<file path="src/rtl/wb_result_arbiter_if.sv">
// Write-back result bus: N functional-unit requesters in, one registered result out.
interface wb_result_arbiter_if #(
  parameter int unsigned NUM_REQ    = 4,
  parameter int unsigned DATA_WIDTH = 32,
  parameter int unsigned PREG_WIDTH = 6,
  parameter int unsigned TAG_WIDTH  = 5
);
  localparam int unsigned SRC_WIDTH = (NUM_REQ > 1) ? $clog2(NUM_REQ) : 1;

  logic [NUM_REQ-1:0]                 req_valid;
  logic [NUM_REQ-1:0]                 req_ready;
  logic [NUM_REQ-1:0][DATA_WIDTH-1:0] req_data;
  logic [NUM_REQ-1:0][DATA_WIDTH-1:0] req_mem_addr;
  logic [NUM_REQ-1:0][PREG_WIDTH-1:0] req_preg;
  logic [NUM_REQ-1:0][TAG_WIDTH-1:0]  req_tag;
  logic [NUM_REQ-1:0]                 req_is_mem;

  logic                  wb_valid;
  logic                  wb_ready;
  logic [DATA_WIDTH-1:0] wb_data;
  logic [DATA_WIDTH-1:0] wb_mem_addr;
  logic [PREG_WIDTH-1:0] wb_preg;
  logic [TAG_WIDTH-1:0]  wb_tag;
  logic                  wb_is_mem;
  logic [SRC_WIDTH-1:0]  wb_src;

  // Environment side: functional units plus the active-list queue.
  modport master (
    output req_valid, req_data, req_mem_addr, req_preg, req_tag, req_is_mem, wb_ready,
    input  req_ready, wb_valid, wb_data, wb_mem_addr, wb_preg, wb_tag, wb_is_mem, wb_src
  );

  // Arbiter side.
  modport slave (
    input  req_valid, req_data, req_mem_addr, req_preg, req_tag, req_is_mem, wb_ready,
    output req_ready, wb_valid, wb_data, wb_mem_addr, wb_preg, wb_tag, wb_is_mem, wb_src
  );
endinterface

</file>
<file path="src/rtl/wb_result_arbiter.sv">
// Round-robin arbiter that funnels functional-unit results into one
// registered write-back slot, with flush and backpressure stall counting.
module wb_result_arbiter #(
  parameter int unsigned NUM_REQ    = 4,
  parameter int unsigned DATA_WIDTH = 32,
  parameter int unsigned PREG_WIDTH = 6,
  parameter int unsigned TAG_WIDTH  = 5
) (
  input  logic                 clk,
  input  logic                 rst_n,
  input  logic                 flush,
  wb_result_arbiter_if.slave   bus,
  output logic [15:0]          stall_count
);
  localparam int unsigned            SRC_WIDTH = (NUM_REQ > 1) ? $clog2(NUM_REQ) : 1;
  localparam logic [SRC_WIDTH-1:0]   LAST_IDX  = SRC_WIDTH'(NUM_REQ - 1);
  localparam logic [15:0]            STALL_MAX = 16'hFFFF;

  typedef enum logic [1:0] {
    ST_EMPTY = 2'd0,
    ST_FULL  = 2'd1,
    ST_FLUSH = 2'd2
  } state_e;

  state_e                state_q, state_d;
  logic [SRC_WIDTH-1:0]  rr_ptr_q, rr_ptr_d;
  logic [SRC_WIDTH-1:0]  grant_idx, cand_idx;
  int unsigned           cand_sum;
  logic                  grant_found, can_accept, transfer;

  logic [DATA_WIDTH-1:0] sel_data, sel_mem_addr;
  logic [PREG_WIDTH-1:0] sel_preg;
  logic [TAG_WIDTH-1:0]  sel_tag;
  logic                  sel_is_mem;

  // Grant search from rr_ptr, ready generation and next-state logic.
  always_comb begin
    state_d       = state_q;
    rr_ptr_d      = rr_ptr_q;
    grant_found   = 1'b0;
    grant_idx     = '0;
    cand_idx      = '0;
    cand_sum      = 0;
    transfer      = 1'b0;
    bus.req_ready = '0;

    can_accept = rst_n && !flush &&
                 ((state_q == ST_EMPTY) || ((state_q == ST_FULL) && bus.wb_ready));

    for (int unsigned i = 0; i < NUM_REQ; i++) begin
      cand_sum = 32'(rr_ptr_q) + i;
      if (cand_sum >= NUM_REQ) cand_sum = cand_sum - NUM_REQ;
      cand_idx = SRC_WIDTH'(cand_sum);
      if (!grant_found && bus.req_valid[cand_idx]) begin
        grant_found = 1'b1;
        grant_idx   = cand_idx;
      end
    end

    transfer = can_accept && grant_found;
    if (transfer) begin
      bus.req_ready = NUM_REQ'(1) << grant_idx;
      rr_ptr_d      = (grant_idx == LAST_IDX) ? '0 : grant_idx + SRC_WIDTH'(1);
    end

    unique case (state_q)
      ST_EMPTY: if (transfer) state_d = ST_FULL;
      ST_FULL:  if (bus.wb_ready && !transfer) state_d = ST_EMPTY;
      ST_FLUSH: state_d = ST_EMPTY;
      default:  state_d = ST_EMPTY;
    endcase

    // Flush wins over any transfer or drain and restarts the rotation.
    if (flush) begin
      state_d  = ST_FLUSH;
      rr_ptr_d = '0;
    end
  end

  // Mux the granted requester's payload.
  always_comb begin
    sel_data     = bus.req_data[grant_idx];
    sel_mem_addr = bus.req_mem_addr[grant_idx];
    sel_preg     = bus.req_preg[grant_idx];
    sel_tag      = bus.req_tag[grant_idx];
    sel_is_mem   = bus.req_is_mem[grant_idx];
  end

  // State and round-robin pointer registers.
  always_ff @(posedge clk) begin
    if (!rst_n) begin
      state_q  <= ST_EMPTY;
      rr_ptr_q <= '0;
    end else begin
      state_q  <= state_d;
      rr_ptr_q <= rr_ptr_d;
    end
  end

  // Output result register; loads on every accepted transfer, holds otherwise.
  always_ff @(posedge clk) begin
    if (!rst_n) begin
      bus.wb_data     <= '0;
      bus.wb_mem_addr <= '0;
      bus.wb_preg     <= '0;
      bus.wb_tag      <= '0;
      bus.wb_is_mem   <= 1'b0;
      bus.wb_src      <= '0;
    end else if (transfer) begin
      bus.wb_data     <= sel_data;
      bus.wb_mem_addr <= sel_mem_addr;
      bus.wb_preg     <= sel_preg;
      bus.wb_tag      <= sel_tag;
      bus.wb_is_mem   <= sel_is_mem;
      bus.wb_src      <= grant_idx;
    end
  end

  // Saturating count of cycles a held result is refused downstream.
  always_ff @(posedge clk) begin
    if (!rst_n) begin
      stall_count <= '0;
    end else if ((state_q == ST_FULL) && !bus.wb_ready && (stall_count != STALL_MAX)) begin
      stall_count <= stall_count + 16'd1;
    end
  end

  assign bus.wb_valid = (state_q == ST_FULL);

endmodule

</file>
<file path="src/flat_wrapper.sv">
// flat-port wrapper written by rule: the top's interface ports become plain ports
module wb_result_arbiter_flat 
#(
  parameter int unsigned NUM_REQ    = 4,
  parameter int unsigned DATA_WIDTH = 32,
  parameter int unsigned PREG_WIDTH = 6,
  parameter int unsigned TAG_WIDTH  = 5
)
  (clk, rst_n, flush, stall_count, bus_req_valid, bus_req_data, bus_req_mem_addr, bus_req_preg, bus_req_tag, bus_req_is_mem, bus_wb_ready, bus_req_ready, bus_wb_valid, bus_wb_data, bus_wb_mem_addr, bus_wb_preg, bus_wb_tag, bus_wb_is_mem, bus_wb_src);
  wb_result_arbiter_if #(.NUM_REQ(NUM_REQ), .DATA_WIDTH(DATA_WIDTH), .PREG_WIDTH(PREG_WIDTH), .TAG_WIDTH(TAG_WIDTH)) bus_i ();
  input  logic clk;
  input  logic rst_n;
  input  logic flush;
  output logic [15:0] stall_count;
  input wire logic [$bits(bus_i.req_valid)-1:0] bus_req_valid;
  input wire logic [$bits(bus_i.req_data)-1:0] bus_req_data;
  input wire logic [$bits(bus_i.req_mem_addr)-1:0] bus_req_mem_addr;
  input wire logic [$bits(bus_i.req_preg)-1:0] bus_req_preg;
  input wire logic [$bits(bus_i.req_tag)-1:0] bus_req_tag;
  input wire logic [$bits(bus_i.req_is_mem)-1:0] bus_req_is_mem;
  input wire logic [$bits(bus_i.wb_ready)-1:0] bus_wb_ready;
  output wire logic [$bits(bus_i.req_ready)-1:0] bus_req_ready;
  output wire logic [$bits(bus_i.wb_valid)-1:0] bus_wb_valid;
  output wire logic [$bits(bus_i.wb_data)-1:0] bus_wb_data;
  output wire logic [$bits(bus_i.wb_mem_addr)-1:0] bus_wb_mem_addr;
  output wire logic [$bits(bus_i.wb_preg)-1:0] bus_wb_preg;
  output wire logic [$bits(bus_i.wb_tag)-1:0] bus_wb_tag;
  output wire logic [$bits(bus_i.wb_is_mem)-1:0] bus_wb_is_mem;
  output wire logic [$bits(bus_i.wb_src)-1:0] bus_wb_src;
  assign bus_i.req_valid = bus_req_valid;
  assign bus_i.req_data = bus_req_data;
  assign bus_i.req_mem_addr = bus_req_mem_addr;
  assign bus_i.req_preg = bus_req_preg;
  assign bus_i.req_tag = bus_req_tag;
  assign bus_i.req_is_mem = bus_req_is_mem;
  assign bus_i.wb_ready = bus_wb_ready;
  assign bus_req_ready = bus_i.req_ready;
  assign bus_wb_valid = bus_i.wb_valid;
  assign bus_wb_data = bus_i.wb_data;
  assign bus_wb_mem_addr = bus_i.wb_mem_addr;
  assign bus_wb_preg = bus_i.wb_preg;
  assign bus_wb_tag = bus_i.wb_tag;
  assign bus_wb_is_mem = bus_i.wb_is_mem;
  assign bus_wb_src = bus_i.wb_src;
  wb_result_arbiter #(.NUM_REQ(NUM_REQ), .DATA_WIDTH(DATA_WIDTH), .PREG_WIDTH(PREG_WIDTH), .TAG_WIDTH(TAG_WIDTH)) u_core (.clk(clk), .rst_n(rst_n), .flush(flush), .bus(bus_i), .stall_count(stall_count));
endmodule
</file>
<file path="config.mk">
export PLATFORM = sky130hd
export DESIGN_NAME = wb_result_arbiter_flat
export DESIGN_NICKNAME = d
export VERILOG_FILES = /design/src/rtl/wb_result_arbiter_if.sv /design/src/rtl/wb_result_arbiter.sv /design/src/flat_wrapper.sv
export SDC_FILE = /design/constraint.sdc
export NUM_CORES = 1
export LEC_CHECK = 0
export BUFFER_PORTS_ARGS = -buffer_cell sky130_fd_sc_hd__clkbuf_2
export CAP_MARGIN = 25
export CORE_AREA = 4 4 159 161
export CTS_CLUSTER_SIZE = 25
export DETAILED_ROUTE_END_ITERATION = 10
export DIE_AREA = 0 0 163 165
export PLACE_DENSITY_LB_ADDON = 0.25
export SYNTH_ARGS = -nofsm -noshare
export SYNTH_HDL_FRONTEND = slang
export SYNTH_SLANG_ARGS = --single-unit
</file>
<file path="constraint.sdc">
create_clock -name clk -period 2 [get_ports clk]
set_input_delay 0.2 -clock clk [delete_from_list [all_inputs] [get_ports clk]]
set_output_delay 0.2 -clock clk [all_outputs]
set_load 0.05 [all_outputs]
</file>
==> results <==
- At the end of the flow the core is filled with cells to a little over two fifths.
- The CTS clock-pin slew for the worst setup and hold paths is roughly 0.080 ns.
- The area of the core region is 23,960 sq um.
- Setup violations remaining at the end of the flow were counted as between 60 and 70.
- Along the worst path, the maximum fanout reaches 5.
- 411 I/O pins were placed.
- The number of max-slew violations in the final report is 0.
- For this block, the initial DRC count from the detailed router was 442.
- The number of global-route vias before repair is roughly 7,400.
- At the end of routability-driven placement, the weighted congestion stood at 0.8155.
- The Yosys step of the flow raised 0 warnings.
- Dividing the synthesized area by the synthesized cell count gives about 9.5 sq um.
- The area of the multi-input gates is ~4200 sq um.
- Setup repair after global routing could not meet its margin everywhere.
- The worst IR drop on VDD is 322.7 uV.
- The largest net degree at the start of global routing is 61.
- The total global-route track usage is between 10% and 20%.
- The worst slack at placement is -0.02728 ns.
- After detailed routing, the number of vias per cell comes to around 5.4.
- The register area share after synthesis is roughly 30%.
- Between clock sinks in the finished design, the worst skew comes to 0.005692 ns.
- The required time of the critical path is between 1.5 and 2 ns.
- The die is approximately 160 microns wide.
- The initial antenna violation count is 1.
- The number of search-and-repair iterations in the first detailed-routing pass is 5.
- The floorplan has between 50 and 60 rows.
- The smallest setup slack after layout is -0.1007 ns.
- Based on the critical path, the design can be clocked at up to between 0.4 and 0.5 GHz.
- The kind of critical path is reg2out.
- Dividing the detail-routed wire length by the instance count gives 20.59 microns.
- At the pin with the least slew margin, the transition time is 0.5069 ns.
- The sequential cell area in the final layout is between 1500 and 2000 sq um.
- Sorting the synthesized cells by area gives the leading types as dfxtp_1, o211ai_1, mux2i_1, a32o_1, a211o_1.
- Synthesis instantiated 41 different standard cells from the library.
- The run finished, with violations left.
- The overall via count from detail_route is slightly below 8,000.
- The clock passes through at most 2 buffers.
- The final clock period utilization by the worst path is 105.0%.
- Summed over all cells, the static leakage comes to 5.156 nW.
- The largest total area in the synthesized netlist belongs to dfxtp_1.
- The checks that failed: setup timing.
- The number of fill cells is approximately 2,400.
- The most common cell in the netlist is o211ai_1.
- The H-tree was split into 3 levels.
- The kind of capture point of the worst setup path is an output pin.
- Counting flops with a built-in enable in the synthesized netlist gives 0.
- From synthesis to final layout, the design area changed by 58.03%.
- The later-pin clock latency in the skew report is around 0.36 ns.
- The first global-routing pass estimated about 41,000 microns of wire.
- The kind of start point of the critical path is a flip-flop.
- Port buffering added about 400 buffers.
- The remaining routing DRC violations is 0.
- The top cell type by area accounts for between 30% and 40% of the synthesized area.
- Synthesis inferred just under 100 register bits.
- The initial core utilization is between 20% and 30%.
- Among all flip-flop cells after synthesis, the most frequent one is dfxtp_1.
- The final layout contains roughly 1,400 nets.
- Measured along the y axis, the die boundary spans around 170 microns.
- The final hold violation count was 0.
- The number of nets still failing antenna checks after routing is 0.
- Once detailed placement completed, the half-perimeter wirelength came to a little over 20,000 microns.
- The clock root buffer is clkbuf_16.
- The clock tree from TritonCTS is done.
- The post-route total power is approximately 0.0066 W.
- 0 antenna diodes ended up in the layout.
- The max-cap violation count is 0.
- The floorplan step defined a die boundary enclosing ~27,000 sq um.
- Synthesis produced a netlist with a net count of 996.
- The remaining max-slew budget at the tightest pin is about two thirds.
- The type of the worst min-delay path is in2reg.
- The power density of the placed cells is about 650 nW/um^2.
- The total length of routed wires is around 30,000 microns.
- The leftover overflow at the end of global routing is 0.
- The number of hold buffers added after CTS was 0.
- The smallest clock period supported by the final layout is computed as about 2.1 ns.
- The post-synthesis instance area is between 6000 and 7000 sq um.
- Ranked by instance count, the synthesized netlist is headed by o211ai_1, dfxtp_1, mux2i_1, a211o_1, a32o_1.
- Clock tree synthesis found a total of 98 sinks.
- The proportion of synthesized flip-flops having asynchronous set or reset is 0%.
- The layout cell share with drive strength beyond 1 is 49.14%.
- Clock tree synthesis inserted a total of 9 buffers.
- STA puts the critical path data arrival time at between 1.5 and 2 ns.
- The synthesized netlist cell count is about 680.
[worst max-delay path, cell delays in order (launching register included)]
cell and delay, ns:
dfxtp_4 0.37, mux2i_1 0.18, nor2_1 0.08, or3_4 0.46
buf_16 0.16, and2_4 0.13, clkbuf_16 0.16
[timing repair]
action,4_1_cts,5_1_grt
gates resized for setup,23,18
endpoints found under the setup margin,29,74
gates cloned,3,8
pin swaps,5,32
buffers inserted,10,7
[metal layers]
metal	wire length, microns	global-route usage [%]
met4	500	4.689
met2	14740	34.28
met3	2447	6.139
met1	11850	23.27
met5	13	0
[cells in the final DEF (no fill, tap or decap), drive strengths merged]
cell,Yosys,layout
nand2b,4,4
and4,2,2
or3b,1,1
a211o,76,76
nor2b,5,5
dfxtp,98,98
nand2,8,8
o2111ai,2,2
clkinv,0,3
xor2,1,1
nand3,5,5
nor3,5,5
a32o,76,76
xnor2,12,12
buf,32,92
o31ai,1,1
clkinvlp,0,1
nor2,9,9
nor4,2,2
and3,2,2
a311oi,2,2
a21oi,4,4
clkbuf,63,423
or4,1,1
or3,2,2
mux2i,77,77
o21ai,4,4
nor3b,2,2
bufbuf,0,1
nand4,7,7
inv,1,4
a211oi,2,2
a21boi,2,2
ha,1,1
a31oi,1,1
o41a,1,1
o311ai,1,1
and2,16,16
o211ai,155,155
[sequential cells by signal, summed over array words and instances, names as in the netlist]
register	count
u_core.rr_ptr_q	2
u_core.state_q	2
u_core.stall_count	16
u_core.bus.wb_mem_addr	32
u_core.bus.wb_tag	5
u_core.bus.wb_data	32
u_core.bus.wb_preg	6
u_core.bus.wb_is_mem	1
u_core.bus.wb_src	2
[area by class of cell]
type,count,area share [%]
flip-flops and latches,98,19.29
clock inverters,7,0.7111
clock buffers,9,2.207
inverters,1,0.03678
multi-input cells,489,40.85
repair buffers,507,32.93
well taps,324,3.973
[final timing paths]
path                                     start                                 endpoint  slack (ns)  depth (start not counted)
max reg2reg    u_core.rr_ptr_q[1]$_SDFFE_PP0P_  u_core.bus.wb_mem_addr[19]$_SDFFE_PN0P_       -0.08                          7
max            u_core.rr_ptr_q[1]$_SDFFE_PP0P_                         bus_req_ready[2]       -0.10                          6
min                          bus_req_data[115]      u_core.bus.wb_data[19]$_SDFFE_PN0P_        0.04                          2
min reg2reg  u_core.bus.wb_src[0]$_SDFFE_PN0P_        u_core.bus.wb_src[0]$_SDFFE_PN0P_        0.47                          2
[metrics by stage]
| step | instances | area [sq um] | setup TNS, ns | hold slack [ns] |
|---|---|---|---|---|
| after floorplan | 683 | 6484 | -0.07458 | 0.3178 |
| final | 1435 | 10200 | -3.496 | 0.04047 |
| after CTS | 1421 | 9926 | -3.497 | 0.01748 |
| after global routing | 1435 | 10200 | -8.321 | 0.02654 |
| after global placement | 1392 | 9363 | 0 | 0.4024 |
| after detailed placement | 1392 | 9363 | -0.5476 | 0.4063 |
[cells by family (layout without fill, tap and decap cells)]
kind of cell,count (synthesis),count (layout),share of synthesized area [%]
muxes,77,77,11.94
and+or+nand+nor,71,71,6.937
xor gates and xnor gates,13,13,1.763
adders and majority gates,1,1,0.1937
AOI/OAI and AO/OA,327,327,42.26
buffers and inverters,96,524,6.530
DFF,98,98,30.38
[where the power goes]
| part | switching (W) | leakage (nW) | internal, W | total (W) |
|---|---|---|---|---|
| Clock | 0.000928 | 0.143 | 0.000885 | 0.00181 |
| Sequential | 0.000102 | 0.803 | 0.00213 | 0.00223 |
| Combinational | 0.00153 | 4.21 | 0.00103 | 0.00256 |
No activity file was read; power rests on OpenSTA's default activity.
